File: config.mk
export PLATFORM = sky130hd
export DESIGN_NAME = pipe_reg_chain
export DESIGN_NICKNAME = d
export VERILOG_FILES = /design/src/rtl/pipe_reg_chain.sv
export SDC_FILE = /design/constraint.sdc
export NUM_CORES = 1
export LEC_CHECK = 0
export ABC_AREA = 0
export BUFFER_PORTS_ARGS = -buffer_cell sky130_fd_sc_hd__buf_2
export CAP_MARGIN = 20
export CORE_UTILIZATION = 41
export CTS_CLUSTER_SIZE = 30
export DETAILED_ROUTE_END_ITERATION = 8
export PLACE_DENSITY = 0.68
export SLEW_MARGIN = 0
export SYNTH_ARGS = -nofsm -noshare
export SYNTH_HDL_FRONTEND = slang
export SYNTH_SLANG_ARGS = --single-unit
File: constraint.sdc
create_clock -name clk -period 4.1 [get_ports clk]
set_clock_uncertainty 0.2 [all_clocks]
set_input_delay 0.41 -clock clk [delete_from_list [all_inputs] [get_ports clk]]
set_output_delay 0.41 -clock clk [all_outputs]
set_load 0.005 [all_outputs]
File: src/rtl/pipe_reg_chain.sv
`timescale 1ns/1ps
`default_nettype none
// ============================================================================
// Module   : pipe_reg_chain
// Purpose  : Parametrised inter-stage pipeline register. It is a chain of
//            DEPTH registered stages, each WIDTH bits wide, with a valid bit
//            per stage. It supports valid/ready flow control, bubble
//            collapsing, a global advance enable and a synchronous flush.
// Revision : 1.0 - initial release
// ----------------------------------------------------------------------------
// Parameters
//   WIDTH      data bits per stage (>=1)
//   DEPTH      number of register stages (>=1, keep <=8 for timing)
// Ports
//   clk        rising-edge clock
//   reset      asynchronous assert, active-low reset
//   enable     global advance enable; 0 freezes all state
//   flush      synchronous clear of every valid bit
//   in_valid   upstream offers in_data
//   in_ready   chain accepts in_data this cycle
//   in_data    upstream payload
//   out_valid  out_data is valid
//   out_ready  downstream accepts out_data
//   out_data   payload of the last stage
//   occupancy  number of valid stages (only with PIPE_REG_CHAIN_OCC_EN)
// Build option
//   PIPE_REG_CHAIN_OCC_EN  when defined, adds the occupancy port and counter
// ============================================================================
module pipe_reg_chain #(
  parameter int WIDTH = 8,
  parameter int DEPTH = 2
) (
  input  logic             clk,
  input  logic             reset,
  input  logic             enable,
  input  logic             flush,
  input  logic             in_valid,
  output logic             in_ready,
  input  logic [WIDTH-1:0] in_data,
  output logic             out_valid,
  input  logic             out_ready,
  output logic [WIDTH-1:0] out_data
`ifdef PIPE_REG_CHAIN_OCC_EN
  ,
  output logic [$clog2(DEPTH+1)-1:0] occupancy
`endif
);

  logic [WIDTH-1:0] r_data [DEPTH];
  logic [DEPTH-1:0] r_v;
  logic [DEPTH-1:0] w_rdy;

  // The ready chain runs from the output back to the input. A running scalar
  // is used so that no bit of w_rdy is computed from another bit of itself.
  always_comb begin : p_ready
    logic l_chain;
    w_rdy   = '0;
    l_chain = !r_v[DEPTH-1] || out_ready;
    w_rdy[DEPTH-1] = l_chain;
    for (int i = DEPTH - 2; i >= 0; i--) begin
      // An empty stage can always take data. This is what collapses bubbles.
      l_chain  = !r_v[i] || l_chain;
      w_rdy[i] = l_chain;
    end
  end

  assign in_ready  = enable && !flush && w_rdy[0];
  assign out_valid = enable && !flush && r_v[DEPTH-1];
  assign out_data  = r_data[DEPTH-1];

  always_ff @(posedge clk or negedge reset) begin
    if (!reset) begin
      r_v <= '0;
      for (int i = 0; i < DEPTH; i++) begin
        r_data[i] <= '0;
      end
    end else if (flush) begin
      // Flush wins over enable. Only the valid bits clear; the payloads stay.
      r_v <= '0;
    end else if (enable) begin
      for (int i = DEPTH - 1; i > 0; i--) begin
        if (w_rdy[i]) begin
          r_v[i] <= r_v[i-1];
          // The payload of an invalid stage is don't-care. It is left alone
          // so the data flops do not toggle needlessly.
          if (r_v[i-1]) begin
            r_data[i] <= r_data[i-1];
          end
        end
      end
      if (w_rdy[0]) begin
        r_v[0] <= in_valid;
        if (in_valid) begin
          r_data[0] <= in_data;
        end
      end
    end
  end

`ifdef PIPE_REG_CHAIN_OCC_EN
  localparam int c_OCC_W = $clog2(DEPTH + 1);

  logic [c_OCC_W-1:0] r_occ;
  logic               w_in_xfer;
  logic               w_out_xfer;

  // Both transfers already imply enable=1 and flush=0.
  assign w_in_xfer  = in_valid && in_ready;
  assign w_out_xfer = out_valid && out_ready;

  // The counter tracks popcount(r_v). Shifting stages inside the chain never
  // changes the count. Only the two end transfers change it.
  always_ff @(posedge clk or negedge reset) begin
    if (!reset) begin
      r_occ <= '0;
    end else if (flush) begin
      r_occ <= '0;
    end else if (w_in_xfer && !w_out_xfer) begin
      r_occ <= r_occ + c_OCC_W'(1);
    end else if (!w_in_xfer && w_out_xfer) begin
      r_occ <= r_occ - c_OCC_W'(1);
    end
  end

  assign occupancy = r_occ;
`endif

endmodule
`default_nettype wire

* Word level (Yosys, flattened, before mapping) *
Cells that the tools add are included.

word-level totals
  register bits = 18
  latch bits = 0
  memory bits (writable) = 0
  memory bits (read-only) = 0
  bits of input ports = 14
  memories = 0

cells by class
  $add $sub $neg = 0
  multiply operators = 0
  div/mod/pow operators = 0
  $lt $le $gt $ge = 0
  equal/unequal tests = 0
  shifts and indexed selects = 0
  multiplexer cells = 4
  bitwise logic cells = 1
  reduce and logical (&&, ||, !) cells = 15

operators with widths
  cell                 number
  AND reduction 4 bit  2
  nonzero test 2 bit   3
  2-to-1 mux 2 bit     2
  AND reduction 2 bit  2
  logical AND 1 bit    3
  zero test 1 bit      3
  logical OR 1 bit     2
  2-to-1 mux 1 bit     2
  inverter 1 bit       1

* Depth between registers and ports, before layout *
Gate-level depths: netlist of run 1.

  depth after elaboration = 6
  depth in mapped cells = 4

* Least setup slack after synthesis of run 1 *
Ideal clock, no wire load.

  kind = input -> register
  start = input flush
  end = register r_data, in the netlist out_data[0]
  setup time = 0.125 ns
  data arrival time = 1.193 ns
  data required time = 3.775 ns
  path slack = 2.582 ns
  stages = 4
  buffers on the path = 1
  cells stage by stage = and2b_1 -> and3b_1 -> buf_6 -> mux2_4

between the ends
  longest elaborated chain between the ends = 2

ends and longest elaborated chain
  item                             RTL line  text
  from (decl)                      36        input logic flush,
  inverter 1 bit (no line)         --
  AND reduction 4 bit (no line)    --
  to (signal, indexed assignment)  87        r_data[i] <= r_data[i-1];
  to (decl)                        49        logic [WIDTH-1:0] r_data [DEPTH];

No other way between the ends.
A chain may end at the register's enable or synchronous reset.

* Worst setup path in the final report of run 1 *
  start = register r_v[1]
  end = output in_ready

between the ends
  longest elaborated chain between the ends = 4

ends and longest elaborated chain
  item                               RTL line  text
  from (decl)                        50        logic [DEPTH-1:0] r_v;
  from (signal, indexed assignment)  83        r_v[i] <= r_v[i-1];
  zero test 1 bit                    58        l_chain = !r_v[DEPTH-1] || out_ready;
  logical OR 1 bit                   58
  logical OR 1 bit                   62        l_chain = !r_v[i] || l_chain;
  logical AND 1 bit                  67        assign in_ready = enable && !flush && w_rdy[0];
  to (decl)                          38        output logic in_ready,

No other way between the ends.

==> results by group, run 1 <==
Run status
  • Status: finished, final reports clean

Setup path
  • Slowest Stage Delay on Critical Path: 0.40 ns
  • R2r worst-path depth: 3
  • Reg2Reg Setup Slack: 2.37 ns
  • R2R Path End: out_data[7]
  • Setup Crit Path Kind: flip-flop to output port
  • Worst path cell trace: nor2b_4 > a21boi_0 > buf_2
  • Critical path fanouts, max: 4
  • Crit-path slowest cell: dfrtp_1
  • WP data required: 3.49 ns
  • Startpoint types: flip-flop
  • R2r startpoint: r_v[1]
  • CP endpoint kind: output port
  • WP data arrival: 1.15 ns

Power and ir drop
  • Leak pwr: 0.466 nW
  • Pwr Total: 0.460 mW
  • Max VDD drop: 0.000275 V
  • Pwr dens: 482 nW/um^2

Clock network
  • Longest Clk Path Bufs: 2
  • Number of setup buffers added after CTS: 0
  • Skew-Pair Late Insertion Delay: 0.28 ns
  • Resized Gates After CTS: 0
  • Number of H-tree levels: 1
  • Clock buffer count from CTS: 3
  • CTS clk-pin slew, worst paths: 0.10 ns
  • Root Driver: clkbuf_4
  • CTS Hold Bufs: 1
  • CTS tree: done
  • Clk sinks: 18

STA
  • Achievable Freq: 568 MHz
  • Post-layout minimum cycle time: 1.76 ns
  • Finish-stage setup viols: 0
  • Final Max Slew Viols: 0
  • Tightest Pin Transition: 0.522 ns
  • Final period util: 42.9%
  • Hold_ws: 0.0984 ns
  • Final Hold Viols: 0
  • RSZ-0062 raised after global routing: false
  • Rel. slew slack: 65.2%
  • Final TNS setup: 0 ns

Hold path
  • Worst Hold Class: input pin to flip-flop
  • WHS Path Cells: 2
  • Worst Hold Endpoint: r_v[0]
  • Worst min-delay path startpoint: flush

Synth
  • Netlist cell types: 18
  • Post-Synthesis Cell Area: 833 um^2
  • Synth area leaders: dfrtp_1 54%, mux2_4 14%, mux2_2 11%
  • Synthesized flop and latch total: 18
  • Ys Warns: 0
  • Syn Area/Cell: 14.6 um^2
  • Syn_nets: 71
  • Gate Count Post-Synth: 57
  • Top-area cell type share of the netlist area: 54.1%
  • Seq/Total Area, Yosys: 54.1%
  • Top cell type by total area after synthesis: dfrtp_1

Global route
  • Pin count of the biggest net entering global routing: 19
  • Grt met1 use: 15.9%
  • Initial antenna violation count: 0
  • Met2 Use GR: 18.9%
  • Met3 Use GR: 5.77%
  • Vias in the first global route: 442
  • Gr ovfl total: 0
  • GRT Util Overall: 12.7%
  • Top Usage Layer GRT: met2
  • Global-route wire length before repair: 1850 um

Drt
  • Initial DRC Count: 2
  • Routed WL: 1190 um
  • Drt first pass iters: 2
  • Antenna viol nets, final: 0
  • Via count: 464
  • Vias/cell: 4.59
  • Avg WL per Cell: 11.8 um
  • DRC Markers: 0

Placed design
  • # port buffers: 23
  • GPL Wtd Cong: 0.683
  • Post-DP HPWL: 870 um

Final layout
  • Final-stage net count: 91
  • Synth-to-Final Area Change: 14.6%
  • Share of post-route cells with drive strength above 1: 60.5%
  • Fillers: 170
  • N_diodes: 0

Floorplanning
  • Chip height: 47.1 um
  • I/O Pins: 24
  • Die X: 47.1 um
  • Core region area: 1820 um^2
  • Die ar.: 2220 um^2
  • Row count: 15
  • Initial Util: 45.8%

Flow run
  • Total of max-cap violations: 0
-- cell usage after synthesis, drive strengths merged --
| master | count |
|---|---|
| a21oi | 2 |
| and2b | 1 |
| a22oi | 1 |
| nand3b | 1 |
| and3b | 1 |
| nor2b | 1 |
| dfrtp | 18 |
| mux2 | 16 |
| a21boi | 1 |
| nor2 | 1 |
| buf | 9 |
| nand2 | 2 |
| o21ai | 1 |
| and2 | 1 |
| inv | 1 |
-- worst max path at each step --
| stage | start | to | slack, ns |
|---|---|---|---|
| floorplan | flush | out_data[0] | 2.58 |
| CTS | r_v[1] | in_ready | 2.33 |
| detailed placement | flush | out_data[7] | 2.19 |
| global route | r_v[1] | in_ready | 2.24 |
| finish | r_v[1] | in_ready | 2.34 |
| global placement | flush | out_data[2] | 2.24 |
-- routing by layer --
layer / vias up / share of wire [%]
met5: - / 0
met4: 0 / 1.0
met3: 2 / 5.7
met2: 18 / 44
met1: 215 / 49
li1: 229 / -
-- metrics by stage --
stage | util [%] | worst slack (ns) | instances | area [um^2]
global route | 52.4 | 2.24 | 101 | 955
floorplan | - | 2.58 | 57 | 833
finish | 52.4 | 2.34 | 101 | 955
global placement | 49.9 | 2.24 | 96 | 908
detailed placement | 49.9 | 2.19 | 96 | 908
CTS | 52.4 | 2.33 | 101 | 955
-- critical path, delay by kind of cell (launching register included) --
family / cells / cell delay, ns
compound gates: 1 / 0.18
buf+inv: 1 / 0.14
flops: 1 / 0.40
simple gates: 1 / 0.15
-- area by class of cell --
cell class	count	area [um^2]	share of cell area, %
timing repair buffer	24	125	13.1
multi-input combinational	29	308	32.2
clock buffer	4	36.3	3.80
inverter	1	3.75	0.393
sequential	18	450	47.2
tap	25	31.3	3.28
-- placed cells by master, fill, tap and decap left out --
| cell | instances |
|---|---|
| clkbuf_4 | 3 |
| nand2_1 | 2 |
| dlygate4sd3_1 | 1 |
| inv_1 | 1 |
| a21oi_4 | 1 |
| mux2_2 | 8 |
| a22oi_1 | 1 |
| and2_2 | 1 |
| o21ai_0 | 1 |
| and3b_1 | 1 |
| nand3b_1 | 1 |
| buf_2 | 23 |
| a21oi_1 | 1 |
| dfrtp_1 | 18 |
| clkbuf_8 | 1 |
| a21boi_0 | 1 |
| nor2_1 | 1 |
| mux2_4 | 8 |
| and2b_1 | 1 |
| nor2b_4 | 1 |
-- cells by family (layout without fill, tap and decap cells) --
family	count (synthesis)	after routing	share of synthesized area, %
flip-flops	18	18	54.1
AO/OA/AOI/OAI	5	5	4.96
AND/OR/NAND/NOR	8	8	6.76
multiplexers	16	16	25.2
buffers and inverters	10	29	9.01
-- sequential cells by signal, indices dropped and copies added, names as in the netlist --
name      flops
r_v           2
r_data        8
out_data      8
-- power breakdown --
part           internal [mW]  switching [mW]  total [mW]
sequential             0.222          0.0241       0.246
combinational         0.0758          0.0316       0.107
clock                 0.0541          0.0522       0.106
Power figures use the tool's default switching activity.
==> inputs of run 2 (changes only) <==
Clock period 4.1 ns to 1.8 ns, I/O delays scaled along.
==> results by group, run 2 (synthesis results as in run 1) <==
Floorplanning
  • Die X: 47.1 um
  • Row count: 15
  • Initial Util: 45.8%
  • Chip height: 47.1 um
  • Core region area: 1820 um^2
  • I/O Pins: 24
  • Die ar.: 2220 um^2

Setup path
  • WP data arrival: 1.71 ns
  • Reg2Reg Setup Slack: 0.16 ns
  • Worst path cell trace: dlygate4sd3_1 > buf_2 > and2b_1 > and3b_1 > buf_4 > mux2_4
  • R2r worst-path depth: 4
  • Critical path fanouts, max: 8
  • CP endpoint kind: flip-flop
  • Setup Crit Path Kind: input pin to flip-flop
  • WP data required: 1.78 ns
  • R2r startpoint: r_v[1]
  • CP delay by family, top: buffers and inverters
  • Crit-path slowest cell: dlygate4sd3_1
  • Slowest Stage Delay on Critical Path: 0.53 ns
  • Startpoint types: input pin
  • Total buffers and inverters traversed by the critical path: 3
  • R2R Path End: r_v[0]

Power and ir drop
  • Clock power frac: 22.8%
  • Comb pwr share: 24.9%
  • Pwr dens: 1010 nW/um^2
  • Sequential power share: 52.4%
  • Leak pwr: 0.515 nW
  • Max VDD drop: 0.000585 V
  • Sw Ratio: 23.6%
  • Int Pwr: 0.817 mW
  • P_sw: 0.252 mW

Global route
  • Global-route wire length before repair: 2180 um
  • Vias in the first global route: 520
  • Initial antenna violation count: 0
  • GRT Util Overall: 14.7%
  • Pin count of the biggest net entering global routing: 19
  • Gr ovfl total: 0

STA
  • Final Hold Viols: 0
  • Final TNS setup: 0 ns
  • RSZ-0062 raised after global routing: false
  • Achievable Freq: 575 MHz
  • Finish-stage setup viols: 0
  • Tightest Pin Transition: 0.397 ns
  • Hold_ws: 0.0440 ns
  • Post-layout minimum cycle time: 1.74 ns
  • Final period util: 96.6%
  • Final Max Slew Viols: 0
  • Rel. slew slack: 73.5%

Clock network
  • Resized Gates After CTS: 0
  • Clock buffer count from CTS: 3
  • CTS clk-pin slew, worst paths: 0.10 ns
  • Root Driver: clkbuf_4
  • Clk sinks: 18
  • Skew-Pair Late Insertion Delay: 0.28 ns
  • CTS tree: done
  • Longest Clk Path Bufs: 2
  • Number of H-tree levels: 1

Final layout
  • N_diodes: 0
  • Area of the multi-input gates: 308 um^2
  • Fillers: 159
  • Commonest non-fill, non-tap cell in the layout: buf_2
  • Synth-to-Final Area Change: 27.5%
  • Final-stage net count: 102
  • Share of post-route cells with drive strength above 1: 54.0%
  • Most frequent cells in the layout: 23 x buf_2, 18 x dfrtp_1, 11 x dlygate4sd3_1
  • Register Area: 450 um^2
  • Final core utilization: 58.4%

Hold path
  • WHS Path Cells: 3
  • Worst Hold Endpoint: r_v[1]
  • Worst min-delay path startpoint: enable
  • Worst Hold Class: input pin to flip-flop

Drt
  • Drt first pass iters: 3
  • Avg WL per Cell: 11.8 um
  • Antenna viol nets, final: 0
  • Routed WL: 1330 um
  • Via count: 503
  • DRC Markers: 0
  • Vias/cell: 4.49
  • Initial DRC Count: 2

Run status
  • Status: finished, final reports clean

Placed design
  • GPL Wtd Cong: 0.632
  • # port buffers: 23

Flow run
  • Total of max-cap violations: 0
run 2: changes by cell type in the layout (fill, tap and decap cells not counted):
cell / previous run / this run
dlygate4sd3_1: 1 / 11
buf_4: 0 / 1
run 2: worst register-to-register path: cells and delay by family, from the launching register on:
kind / cells / cell delay, ns
simple gates: 1 / 0.15
flops: 1 / 0.40
compound gates: 2 / 0.23
buf+inv: 1 / 0.56
run 2: area by class of cell:
class / count / share of cell area, %
Clock buffer: 4 / 3.42
Inverter: 1 / 0.353
Multi-Input combinational cell: 29 / 29.0
Sequential cell: 18 / 42.4
Tap cell: 25 / 2.94
Timing Repair Buffer: 35 / 21.9
run 2: worst max path at each step:
stage,endpoint,from,slack (ns),cells after the start
6_report,out_data[5],flush,0.06,6
5_1_grt,in_ready,flush,0.006,5
4_1_cts,r_data[8],flush,0.07,5
3_5_place_dp,out_data[4],r_v[1],0.26,4
3_3_place_gp,out_data[5],r_v[1],0.27,4
2_1_floorplan,out_data[0],r_v[1],0.33,4
run 2: repair_timing:
action | in CTS | in global routing
hold buffers | 11 | 0
buffers inserted | 0 | 0
endpoints found under the hold margin | 28 | 0
run 2: power by group through the flow:
stage                     registers, mW  logic [mW]  clock network, mW
after CTS                         0.564       0.270              0.256
final                             0.560       0.266              0.243
after global placement            0.569       0.246                  0
after detailed placement          0.571       0.252                  0
after floorplan                   0.554       0.245                  0
after global routing              0.580       0.297              0.276
run 2: metal layers:
metal / GRT usage (%) / part of all wire (%) / up-vias
li1: - / - / 250
met2: 23.1 / 47 / 16
met1: 18.3 / 47 / 235
met4: 8.57 / 1.1 / 0
met3: 3.85 / 4.6 / 2
met5: 0 / 0 / -
run 2: per-stage QoR:
| step | std cells | power (mW) | worst slack [ns] | cell area [um^2] |
|---|---|---|---|---|
| after floorplan | 57 | 0.799 | 0.327 | 833 |
| after global placement | 97 | 0.815 | 0.275 | 916 |
| after detailed placement | 97 | 0.823 | 0.256 | 916 |
| after CTS | 112 | 1.09 | 0.0709 | 1060 |
| after global routing | 112 | 1.15 | 0.00560 | 1060 |
| final | 112 | 1.07 | 0.0615 | 1060 |
